[src/rtl/spi_uart_pkg.sv]
// Shared state encodings, status-word layout and sizing helper for the SPI-to-UART bridge.
package spi_uart_pkg;

    typedef logic [2:0] uart_state_t;

    localparam uart_state_t UART_IDLE   = 3'd0;
    localparam uart_state_t UART_START  = 3'd1;
    localparam uart_state_t UART_DATA   = 3'd2;
    localparam uart_state_t UART_PARITY = 3'd3;
    localparam uart_state_t UART_STOP   = 3'd4;

    // Status word flag positions, counted down from the MSB; the level field fills the rest.
    localparam int unsigned STATUS_OVF_POS  = 0;
    localparam int unsigned STATUS_FULL_POS = 1;
    localparam int unsigned STATUS_FLAGS    = 2;

    function automatic int unsigned level_w(input int unsigned depth);
        return $clog2(depth) + 1;
    endfunction

endpackage

[src/rtl/spi_uart_bridge_uart_tx.sv]
// UART transmitter core: baud counter, framing FSM and LSB-first shift register behind a
// valid/ready pop port. Defining SPI_UART_PARITY_EN inserts an even-parity bit before STOP.
module uart_tx_core
    import spi_uart_pkg::*;
#(
    parameter int unsigned DATA_W       = 8,
    parameter int unsigned CLKS_PER_BIT = 434
) (
    input  logic              clk_i,
    input  logic              rst_i,
    input  logic              valid_i,
    input  logic [DATA_W-1:0] data_i,
    output logic              ready_o,
    output logic              tx_o,
    output logic              busy_o
);

    localparam int unsigned       BAUD_W    = $clog2(CLKS_PER_BIT);
    localparam int unsigned       BIT_W     = $clog2(DATA_W);
    localparam logic [BAUD_W-1:0] BAUD_LAST = BAUD_W'(CLKS_PER_BIT - 1);
    localparam logic [BIT_W-1:0]  BIT_LAST  = BIT_W'(DATA_W - 1);

    uart_state_t       state_q, state_d;
    logic [BAUD_W-1:0] baud_q, baud_d;
    logic [BIT_W-1:0]  bit_q, bit_d;
    logic [DATA_W-1:0] shift_q, shift_d;
    logic              tx_q, tx_d;
    logic              busy_q, busy_d;
    logic              baud_done;
`ifdef SPI_UART_PARITY_EN
    logic              par_q, par_d;
`endif

    assign baud_done = (baud_q == BAUD_LAST);
    assign ready_o   = (state_q == UART_IDLE);
    assign tx_o      = tx_q;
    assign busy_o    = busy_q;

    always_comb begin
        state_d = state_q;
        baud_d  = baud_q;
        bit_d   = bit_q;
        shift_d = shift_q;
        tx_d    = tx_q;
        busy_d  = busy_q;
`ifdef SPI_UART_PARITY_EN
        par_d   = par_q;
`endif
        case (state_q)
            UART_IDLE: begin
                tx_d   = 1'b1;
                busy_d = 1'b0;
                if (valid_i) begin
                    shift_d = data_i;
`ifdef SPI_UART_PARITY_EN
                    par_d   = ^data_i;
`endif
                    baud_d  = '0;
                    tx_d    = 1'b0;
                    busy_d  = 1'b1;
                    state_d = UART_START;
                end
            end
            UART_START: begin
                if (baud_done) begin
                    baud_d  = '0;
                    bit_d   = '0;
                    tx_d    = shift_q[0];
                    state_d = UART_DATA;
                end else begin
                    baud_d = baud_q + BAUD_W'(1);
                end
            end
            UART_DATA: begin
                if (baud_done) begin
                    baud_d = '0;
                    if (bit_q == BIT_LAST) begin
`ifdef SPI_UART_PARITY_EN
                        tx_d    = par_q;
                        state_d = UART_PARITY;
`else
                        tx_d    = 1'b1;
                        state_d = UART_STOP;
`endif
                    end else begin
                        bit_d   = bit_q + BIT_W'(1);
                        shift_d = shift_q >> 1;
                        tx_d    = shift_q[1];
                    end
                end else begin
                    baud_d = baud_q + BAUD_W'(1);
                end
            end
`ifdef SPI_UART_PARITY_EN
            UART_PARITY: begin
                if (baud_done) begin
                    baud_d  = '0;
                    tx_d    = 1'b1;
                    state_d = UART_STOP;
                end else begin
                    baud_d = baud_q + BAUD_W'(1);
                end
            end
`endif
            UART_STOP: begin
                if (baud_done) begin
                    baud_d  = '0;
                    busy_d  = 1'b0;
                    state_d = UART_IDLE;
                end else begin
                    baud_d = baud_q + BAUD_W'(1);
                end
            end
            default: begin
                tx_d    = 1'b1;
                busy_d  = 1'b0;
                baud_d  = '0;
                state_d = UART_IDLE;
            end
        endcase
    end

    always_ff @(posedge clk_i) begin
        if (rst_i) begin
            state_q <= UART_IDLE;
            baud_q  <= '0;
            bit_q   <= '0;
            shift_q <= '0;
            tx_q    <= 1'b1;
            busy_q  <= 1'b0;
        end else begin
            state_q <= state_d;
            baud_q  <= baud_d;
            bit_q   <= bit_d;
            shift_q <= shift_d;
            tx_q    <= tx_d;
            busy_q  <= busy_d;
        end
    end

`ifdef SPI_UART_PARITY_EN
    always_ff @(posedge clk_i) begin
        if (rst_i) begin
            par_q <= 1'b0;
        end else begin
            par_q <= par_d;
        end
    end
`endif

endmodule

[src/rtl/spi_uart_bridge.sv]
// SPI mode-0 slave feeding a DEPTH-entry FIFO drained by a UART transmitter; MISO returns a
// status word (overflow, full, level). Frame parity is selected by SPI_UART_PARITY_EN.
module spi_uart_bridge
    import spi_uart_pkg::*;
#(
    parameter int unsigned DATA_W       = 8,
    parameter int unsigned DEPTH        = 16,
    parameter int unsigned CLKS_PER_BIT = 434
) (
    input  logic                   system_clk,
    input  logic                   reset,
    input  logic                   sclk,
    input  logic                   cs_n,
    input  logic                   mosi,
    output logic                   miso,
    output logic                   uart_tx,
    output logic                   tx_busy,
    output logic [$clog2(DEPTH):0] fifo_level,
    output logic                   overflow
);

    localparam int unsigned LEVEL_W   = level_w(DEPTH);
    localparam int unsigned PTR_W     = $clog2(DEPTH);
    localparam int unsigned CNT_W     = $clog2(DATA_W);
    localparam int unsigned SW        = DATA_W - STATUS_FLAGS;
    localparam int unsigned LEVEL_MAX = (1 << SW) - 1;
    localparam int unsigned OVF_BIT   = DATA_W - 1 - STATUS_OVF_POS;
    localparam int unsigned FULL_BIT  = DATA_W - 1 - STATUS_FULL_POS;

    // Stage [1] is the synchronised value, stage [2] its one-cycle history for edge detect.
    logic [2:0] sclk_sync_q;
    logic [2:0] cs_sync_q;
    logic [1:0] mosi_sync_q;
    logic       sclk_rise, sclk_fall, cs_fall, cs_rise, cs_low, mosi_s;

    always_ff @(posedge system_clk) begin
        if (reset) begin
            sclk_sync_q <= 3'b000;
            cs_sync_q   <= 3'b111;
            mosi_sync_q <= 2'b00;
        end else begin
            sclk_sync_q <= {sclk_sync_q[1:0], sclk};
            cs_sync_q   <= {cs_sync_q[1:0], cs_n};
            mosi_sync_q <= {mosi_sync_q[0], mosi};
        end
    end

    assign sclk_rise = sclk_sync_q[1] & ~sclk_sync_q[2];
    assign sclk_fall = ~sclk_sync_q[1] & sclk_sync_q[2];
    assign cs_fall   = ~cs_sync_q[1] & cs_sync_q[2];
    assign cs_rise   = cs_sync_q[1] & ~cs_sync_q[2];
    assign cs_low    = ~cs_sync_q[1];
    assign mosi_s    = mosi_sync_q[1];

    logic [DATA_W-1:0] mem_q [DEPTH];
    logic [PTR_W-1:0]  wr_ptr_q, wr_ptr_d, rd_ptr_q, rd_ptr_d;
    logic [LEVEL_W-1:0] count_q, count_d;
    logic              ovf_q, ovf_d, ovf_clr;
    logic              fifo_full, fifo_empty, tx_ready, pop, push_ok, push_drop;

    logic [CNT_W-1:0]  bit_cnt_q, bit_cnt_d;
    logic [DATA_W-2:0] rx_sr_q, rx_sr_d;
    logic [DATA_W-1:0] status_sr_q, status_sr_d;
    logic              miso_q, miso_d;
    logic              first_q, first_d;
    logic              stat_ovf_q, stat_ovf_d;
    logic              push_q, push_d;
    logic [DATA_W-1:0] push_data_q, push_data_d;
    logic [DATA_W-1:0] status_now, status_reload;

    assign fifo_full  = (count_q == LEVEL_W'(DEPTH));
    assign fifo_empty = (count_q == '0);
    assign pop        = ~fifo_empty & tx_ready;
    assign push_ok    = push_q & (~fifo_full | pop);
    assign push_drop  = push_q & fifo_full & ~pop;

    always_comb begin
        status_now           = '0;
        status_now[OVF_BIT]  = ovf_q;
        status_now[FULL_BIT] = fifo_full;
        if (32'(count_q) > LEVEL_MAX) begin
            status_now[SW-1:0] = '1;
        end else begin
            status_now[SW-1:0] = SW'(count_q);
        end
        // A word that just read overflow=1 clears it, so the next word must already show 0.
        status_reload          = status_now;
        status_reload[OVF_BIT] = ovf_q & ~stat_ovf_q;
    end

    always_comb begin
        bit_cnt_d   = bit_cnt_q;
        rx_sr_d     = rx_sr_q;
        status_sr_d = status_sr_q;
        miso_d      = miso_q;
        first_d     = first_q;
        stat_ovf_d  = stat_ovf_q;
        push_d      = 1'b0;
        push_data_d = push_data_q;
        ovf_clr     = 1'b0;
        if (cs_fall) begin
            bit_cnt_d   = '0;
            status_sr_d = status_now;
            miso_d      = status_now[DATA_W-1];
            stat_ovf_d  = ovf_q;
            first_d     = 1'b0;
        end else if (cs_rise) begin
            bit_cnt_d = '0;
            miso_d    = 1'b0;
            first_d   = 1'b0;
        end else if (cs_low) begin
            if (sclk_rise) begin
                rx_sr_d = {rx_sr_q[DATA_W-3:0], mosi_s};
                if (bit_cnt_q == CNT_W'(DATA_W - 1)) begin
                    bit_cnt_d   = '0;
                    push_d      = 1'b1;
                    push_data_d = {rx_sr_q, mosi_s};
                    ovf_clr     = stat_ovf_q;
                    status_sr_d = status_reload;
                    stat_ovf_d  = status_reload[OVF_BIT];
                    first_d     = 1'b1;
                end else begin
                    bit_cnt_d = bit_cnt_q + CNT_W'(1);
                end
            end else if (sclk_fall) begin
                // First falling edge of a follow-on word presents the fresh MSB unshifted.
                if (first_q) begin
                    miso_d  = status_sr_q[DATA_W-1];
                    first_d = 1'b0;
                end else begin
                    status_sr_d = status_sr_q << 1;
                    miso_d      = status_sr_q[DATA_W-2];
                end
            end
        end
    end

    always_comb begin
        wr_ptr_d = wr_ptr_q;
        rd_ptr_d = rd_ptr_q;
        count_d  = count_q;
        ovf_d    = ovf_q;
        if (push_ok) begin
            wr_ptr_d = wr_ptr_q + PTR_W'(1);
        end
        if (pop) begin
            rd_ptr_d = rd_ptr_q + PTR_W'(1);
        end
        if (push_ok && !pop) begin
            count_d = count_q + LEVEL_W'(1);
        end else if (pop && !push_ok) begin
            count_d = count_q - LEVEL_W'(1);
        end
        if (ovf_clr) begin
            ovf_d = 1'b0;
        end
        if (push_drop) begin
            ovf_d = 1'b1;
        end
    end

    always_ff @(posedge system_clk) begin
        if (reset) begin
            bit_cnt_q   <= '0;
            rx_sr_q     <= '0;
            status_sr_q <= '0;
            miso_q      <= 1'b0;
            first_q     <= 1'b0;
            stat_ovf_q  <= 1'b0;
            push_q      <= 1'b0;
            push_data_q <= '0;
            wr_ptr_q    <= '0;
            rd_ptr_q    <= '0;
            count_q     <= '0;
            ovf_q       <= 1'b0;
        end else begin
            bit_cnt_q   <= bit_cnt_d;
            rx_sr_q     <= rx_sr_d;
            status_sr_q <= status_sr_d;
            miso_q      <= miso_d;
            first_q     <= first_d;
            stat_ovf_q  <= stat_ovf_d;
            push_q      <= push_d;
            push_data_q <= push_data_d;
            wr_ptr_q    <= wr_ptr_d;
            rd_ptr_q    <= rd_ptr_d;
            count_q     <= count_d;
            ovf_q       <= ovf_d;
        end
    end

    always_ff @(posedge system_clk) begin
        if (push_ok) begin
            mem_q[wr_ptr_q] <= push_data_q;
        end
    end

    uart_tx_core #(
        .DATA_W       (DATA_W),
        .CLKS_PER_BIT (CLKS_PER_BIT)
    ) u_uart_tx (
        .clk_i   (system_clk),
        .rst_i   (reset),
        .valid_i (~fifo_empty),
        .data_i  (mem_q[rd_ptr_q]),
        .ready_o (tx_ready),
        .tx_o    (uart_tx),
        .busy_o  (tx_busy)
    );

    assign miso       = miso_q;
    assign fifo_level = count_q;
    assign overflow   = ovf_q;

endmodule

[config.mk]
export PLATFORM = sky130hd
export DESIGN_NAME = spi_uart_bridge
export DESIGN_NICKNAME = d
export VERILOG_FILES = /design/src/rtl/spi_uart_pkg.sv /design/src/rtl/spi_uart_bridge_uart_tx.sv /design/src/rtl/spi_uart_bridge.sv
export SDC_FILE = /design/constraint.sdc
export NUM_CORES = 1
export LEC_CHECK = 0
export BUFFER_PORTS_ARGS = -buffer_cell sky130_fd_sc_hd__clkbuf_2
export CORE_UTILIZATION = 45
export DETAILED_ROUTE_END_ITERATION = 16
export SLEW_MARGIN = 20
export SYNTH_ARGS = -nofsm -noshare
export SYNTH_HDL_FRONTEND = slang
export SYNTH_HIERARCHICAL = 1
export SYNTH_SLANG_ARGS = --single-unit
[constraint.sdc]
create_clock -name system_clk -period 2.8 [get_ports system_clk]
set_clock_uncertainty 0.15 [all_clocks]
set_input_delay 0.42 -clock system_clk [delete_from_list [all_inputs] [get_ports system_clk]]
set_output_delay 0.42 -clock system_clk [all_outputs]
set_load 0.01 [all_outputs]
==> summary.md <==
| Metric | Value |
|---|---|
| Status | finished, final reports clean |
| Worst r2r path cells | 9 |
| Clk pin slew, worst setup/hold paths | 0.06 ns |
| Bufs on Longest Clock Path | 3 |
| Critical path's top delay family | compound AO/OA/AOI/OAI gates |
| Largest stage delay on the critical path | 0.57 ns |
| Worst R2R Setup Slack | 0.13 ns |
| Final net count | 707 |
| Final core occ | 0.5295 |
| Max cap viols | 0 |
| Hold path depth | 1 |
| Yosys Warn Count | 6 |
| RSZ-0062 raised after global routing | no |
| Core box area | 18,960 µm² |
| Post-synthesis compound-gate area fraction | 0.09746 |
| Pre-Repair DR Iteration Count | 5 |
| Net Sw Frac | 0.2974 |
| Antenna viol nets, final | 0 |
| Vias in the first global route | 5,150 |
| Remaining Overflow, GRT | 0 |
| Share of power burned in registers | 0.397 |
| Crit share post-route | 0.9544 |
| Min Clock Period, post-route | 2.672 ns |
| Die height | 142.0 µm |
| Initial antenna violation count | 0 |
| First DRT Iteration DRCs | 377 |
| Crit path max fanout | 5 |
| Main synth FF type | edfxtp_1 |
| # H-tree levels | 1 |
| P_leak | 3.396 nW |
| Ys async rst share | 0 |
| Die W | 142.0 µm |
| Synth cell types | 66 |
| Root Buffer | clkbuf_16 |
| Syn nets | 684 |
| Mapped Area | 8820 µm² |
| Yosys reg bits | 209 |
| Synth Area in Simple Gates | 0.1072 |
| Reg2reg start | fifo_level[1]$_SDFFE_PP0P_ |
| Top Ports | 14 |
| Die area | 20,160 µm² |
| # DRC | 0 |
| Power consumption | 8.810 mW |
| Syn Area/Cell | 13.42 µm² |
| Sequential-to-total area share from yosys stat | 0.6197 |
| Startpoint Class | flop |
| Row count | 50 |
| DRT Wirelength | 17.40 mm |
| Post-synth EDFFs | 128 |
| Largest area contributor in the netlist | edfxtp_1 |
| Crit path buffers/inverters | 1 |
| Starting density of the core | 0.4653 |
| Worst slew pin tran | 0.9802 ns |
| Area grow syn2layout | 13.80% |
| Psw | 2.620 mW |
| Data arrival time of the critical path | 2.92 ns |
| Gate power share | 0.275 |
| Overall global routing resource usage | 0.1780 |
| Max_slew headroom | 0.3415 |
| Final Hold Vio Count | 0 |
| Worst slack, placed | 0.03744 ns |
| Clock power share | 0.328 |
| Post-synthesis mux area share | 0.09675 |
| Hold WC Path Type | flop to flop |
| CTS tree | built |
| Antenna cells | 0 |
| Final Setup Violations | 0 |
| Vias | 5,275 |
| First-pass GRT wire length | 27.66 mm |
| Ordered list of cells on the worst path | or4_4 -> o21a_1 -> ha_4 -> inv_4 -> ha_4 -> a21oi_2 -> a211oi_1 -> a31oi_1 -> mux2_2 |
| Yosys top cell area share | 0.4358 |
| Crit path kind | flop to flop |
| CTS Buf Count | 23 |
| RR Endpoint | fifo_level[4]$_SDFFE_PP0P_ |
| Fill count | 1,581 |
| Top post-synthesis cells by area | edfxtp_1, dfxtp_1, mux4_2, ha_1, a21oi_1 |
| Xor and xnor area share after synthesis | 0.01589 |
| WL/cell | 18.18 µm |
| Port Buf Inserts | 13 |
| Vias per cell | 5.512 |
| Adder-cell share of the synthesized area | 0.03206 |
| Hold slack final | 0.2594 ns |
| Worst path required time | 3.05 ns |
| Share of post-route cells with drive strength above 1 | 0.2095 |
| Crit end category | flop |
| Clock latency on the worst-skew pair | 0.52 ns |
| Post-route worst setup slack | 0.1278 ns |
| Pwr Density | 877.7 nW/µm² |
| Most frequent CP cell | ha_4 |
| Hpwl dp | 11.31 mm |
| Slew Limit Fails | 0 |
| Largest net degree at the start of global routing | 39 |
| Total negative slack | 0 ns |
| Worst VDD drop | 0.3971 mV |
| Hold Startpoint | cs_sync_q[0]$_SDFF_PP1_ |
| Crit path max-delay cell type | or4_4 |
| Main combinational cell family by area after synthesis | simple AND/OR/NAND/NOR gates |
| GPL Wtd Cong | 0.7677 |
| Fmax | 374.2 MHz |
| Clk sinks | 209 |
| Cells after synthesis | 657 |
| WHS Endpoint | cs_sync_q[1]$_SDFF_PP1_ |
| Pint | 6.190 mW |
==> logic make-up after synthesis <==
group / count (synthesis)
simple gates: 188
fa+ha+maj: 22
compound gates: 121
buf+inv: 56
xor+xnor: 16
mux: 45
flops: 209
==> metrics by stage <==
| step | area, µm² | cells |
|---|---|---|
| 2_1_floorplan | 8916 | 657 |
| 3_3_place_gp | 9261 | 910 |
| 3_5_place_dp | 9261 | 910 |
| 4_1_cts | 10020 | 955 |
| 5_1_grt | 10040 | 957 |
| 6_report | 10040 | 957 |
==> area by class of cell <==
type	instances	area [µm²]	share of cell area
Clock inverter	14	113.9	0.01134
Clock buffer	28	614.3	0.06121
Multi-Input combinational cell	392	3168	0.3156
Timing Repair Buffer	40	287.8	0.02867
Inverter	14	55.05	0.005485
Tap cell	260	325.3	0.03241
Sequential cell	209	5473	0.5453
==> timing repair <==
| action | 4_1_cts | 5_1_grt |
|---|---|---|
| endpoints found under the hold margin | 3 | 0 |
| setup buffers | 0 | 2 |
| resized for setup | 0 | 1 |
| setup endpoints to repair | 0 | 1 |
| hold buffers | 3 | 0 |
==> synthesized netlist by cell type, types with 2 or more instances <==
cell / count
nand2b_1: 9
nor2_1: 49
buf_2: 8
and3_1: 2
a22oi_1: 21
xor2_1: 8
a21o_1: 2
edfxtp_1: 128
buf_1: 4
and2_1: 2
a21oi_1: 42
nor2b_1: 11
mux2_2: 2
dfxtp_1: 81
mux2i_1: 11
or3_1: 4
nor3b_1: 3
or2_2: 5
a311oi_1: 4
xnor2_1: 8
o21ai_2: 2
o21bai_1: 2
nor4_1: 4
nand3b_1: 4
a311oi_2: 4
nor3_1: 18
a21oi_2: 3
a211o_1: 2
mux4_2: 32
inv_1: 14
nand3_1: 5
o211ai_1: 3
nand4_1: 3
clkbuf_1: 23
nor4_2: 2
ha_1: 21
or2_1: 2
o21a_1: 2
o21ai_0: 12
buf_6: 7
a211oi_1: 9
nand2_1: 55
==> flip-flops by register name (all words and copies together), names as in the netlist, 4 cells and up, named ones only <==
name	flops
mem_q	128
u_uart_tx/baud_q	9
push_data_q	8
status_sr_q	8
u_uart_tx/shift_q	8
rx_sr_q	7
fifo_level	5
rd_ptr_q	4
wr_ptr_q	4
==> placed cells by master (no fill, tap or decap), types with 4 or more instances in the layout <==
| cell | instances |
|---|---|
| inv_1 | 13 |
| nor2_1 | 49 |
| xor2_1 | 8 |
| mux4_2 | 32 |
| nor2b_1 | 11 |
| clkinv_2 | 8 |
| dfxtp_1 | 77 |
| ha_1 | 17 |
| a211oi_1 | 9 |
| a311oi_2 | 4 |
| nand3_1 | 5 |
| nor3_1 | 17 |
| mux2i_1 | 11 |
| clkbuf_16 | 23 |
| a311oi_1 | 4 |
| nand2b_1 | 8 |
| or2_2 | 5 |
| ha_4 | 4 |
| o21ai_0 | 12 |
| buf_4 | 23 |
| nor4_1 | 4 |
| xnor2_1 | 8 |
| a22oi_1 | 21 |
| a21oi_2 | 5 |
| nand2_1 | 55 |
| or3_1 | 4 |
| nand3b_1 | 4 |
| a21oi_1 | 40 |
| clkbuf_2 | 13 |
| edfxtp_1 | 128 |
==> per-layer routing <==
layer  track usage  wire length [µm]  vias up
li1              -                 -     2515
met1        0.2408              7865     2645
met2        0.3011              8543       93
met4       0.04414               297        0
met3       0.02692               689       22
met5             0                 0        -
==> worst register-to-register path, delay by kind of cell (launching register included) <==
family	cells	cell delay, ns
multiplexers	1	0.35
flip-flops	1	0.31
adder cells (fa/ha/maj)	2	0.41
AO/OA/AOI/OAI	4	0.67
buffers and inverters	1	0.10
AND/OR/NAND/NOR	1	0.57
==> power by group through the flow <==
| stage | Sequential [mW] | Clock, mW | Combinational, mW |
|---|---|---|---|
| 6_report | 3.50 | 2.89 | 2.42 |
| 5_1_grt | 3.52 | 3.05 | 2.63 |
| 4_1_cts | 3.50 | 2.94 | 2.40 |
| 3_5_place_dp | 3.57 | 0 | 2.39 |
| 3_3_place_gp | 3.56 | 0 | 2.33 |
| 2_1_floorplan | 3.58 | 0 | 1.88 |
==> worst max path at each step <==
stage	startpoint	to	slack (ns)	depth (start not counted)
finish	fifo_level[1]$_SDFFE_PP0P_	fifo_level[4]$_SDFFE_PP0P_	0.13	9
floorplan	fifo_level[2]$_SDFFE_PP0P_	fifo_level[4]$_SDFFE_PP0P_	0.02	11
global route	fifo_level[1]$_SDFFE_PP0P_	u_uart_tx/baud_q[1]$_SDFFE_PP0N_	0.02	6
global placement	fifo_level[2]$_SDFFE_PP0P_	fifo_level[4]$_SDFFE_PP0P_	0.09	9
CTS	fifo_level[2]$_SDFFE_PP0P_	fifo_level[4]$_SDFFE_PP0P_	0.03	9
detailed placement	fifo_level[2]$_SDFFE_PP0P_	fifo_level[4]$_SDFFE_PP0P_	0.04	9
(Power assumes the default switching activity.)
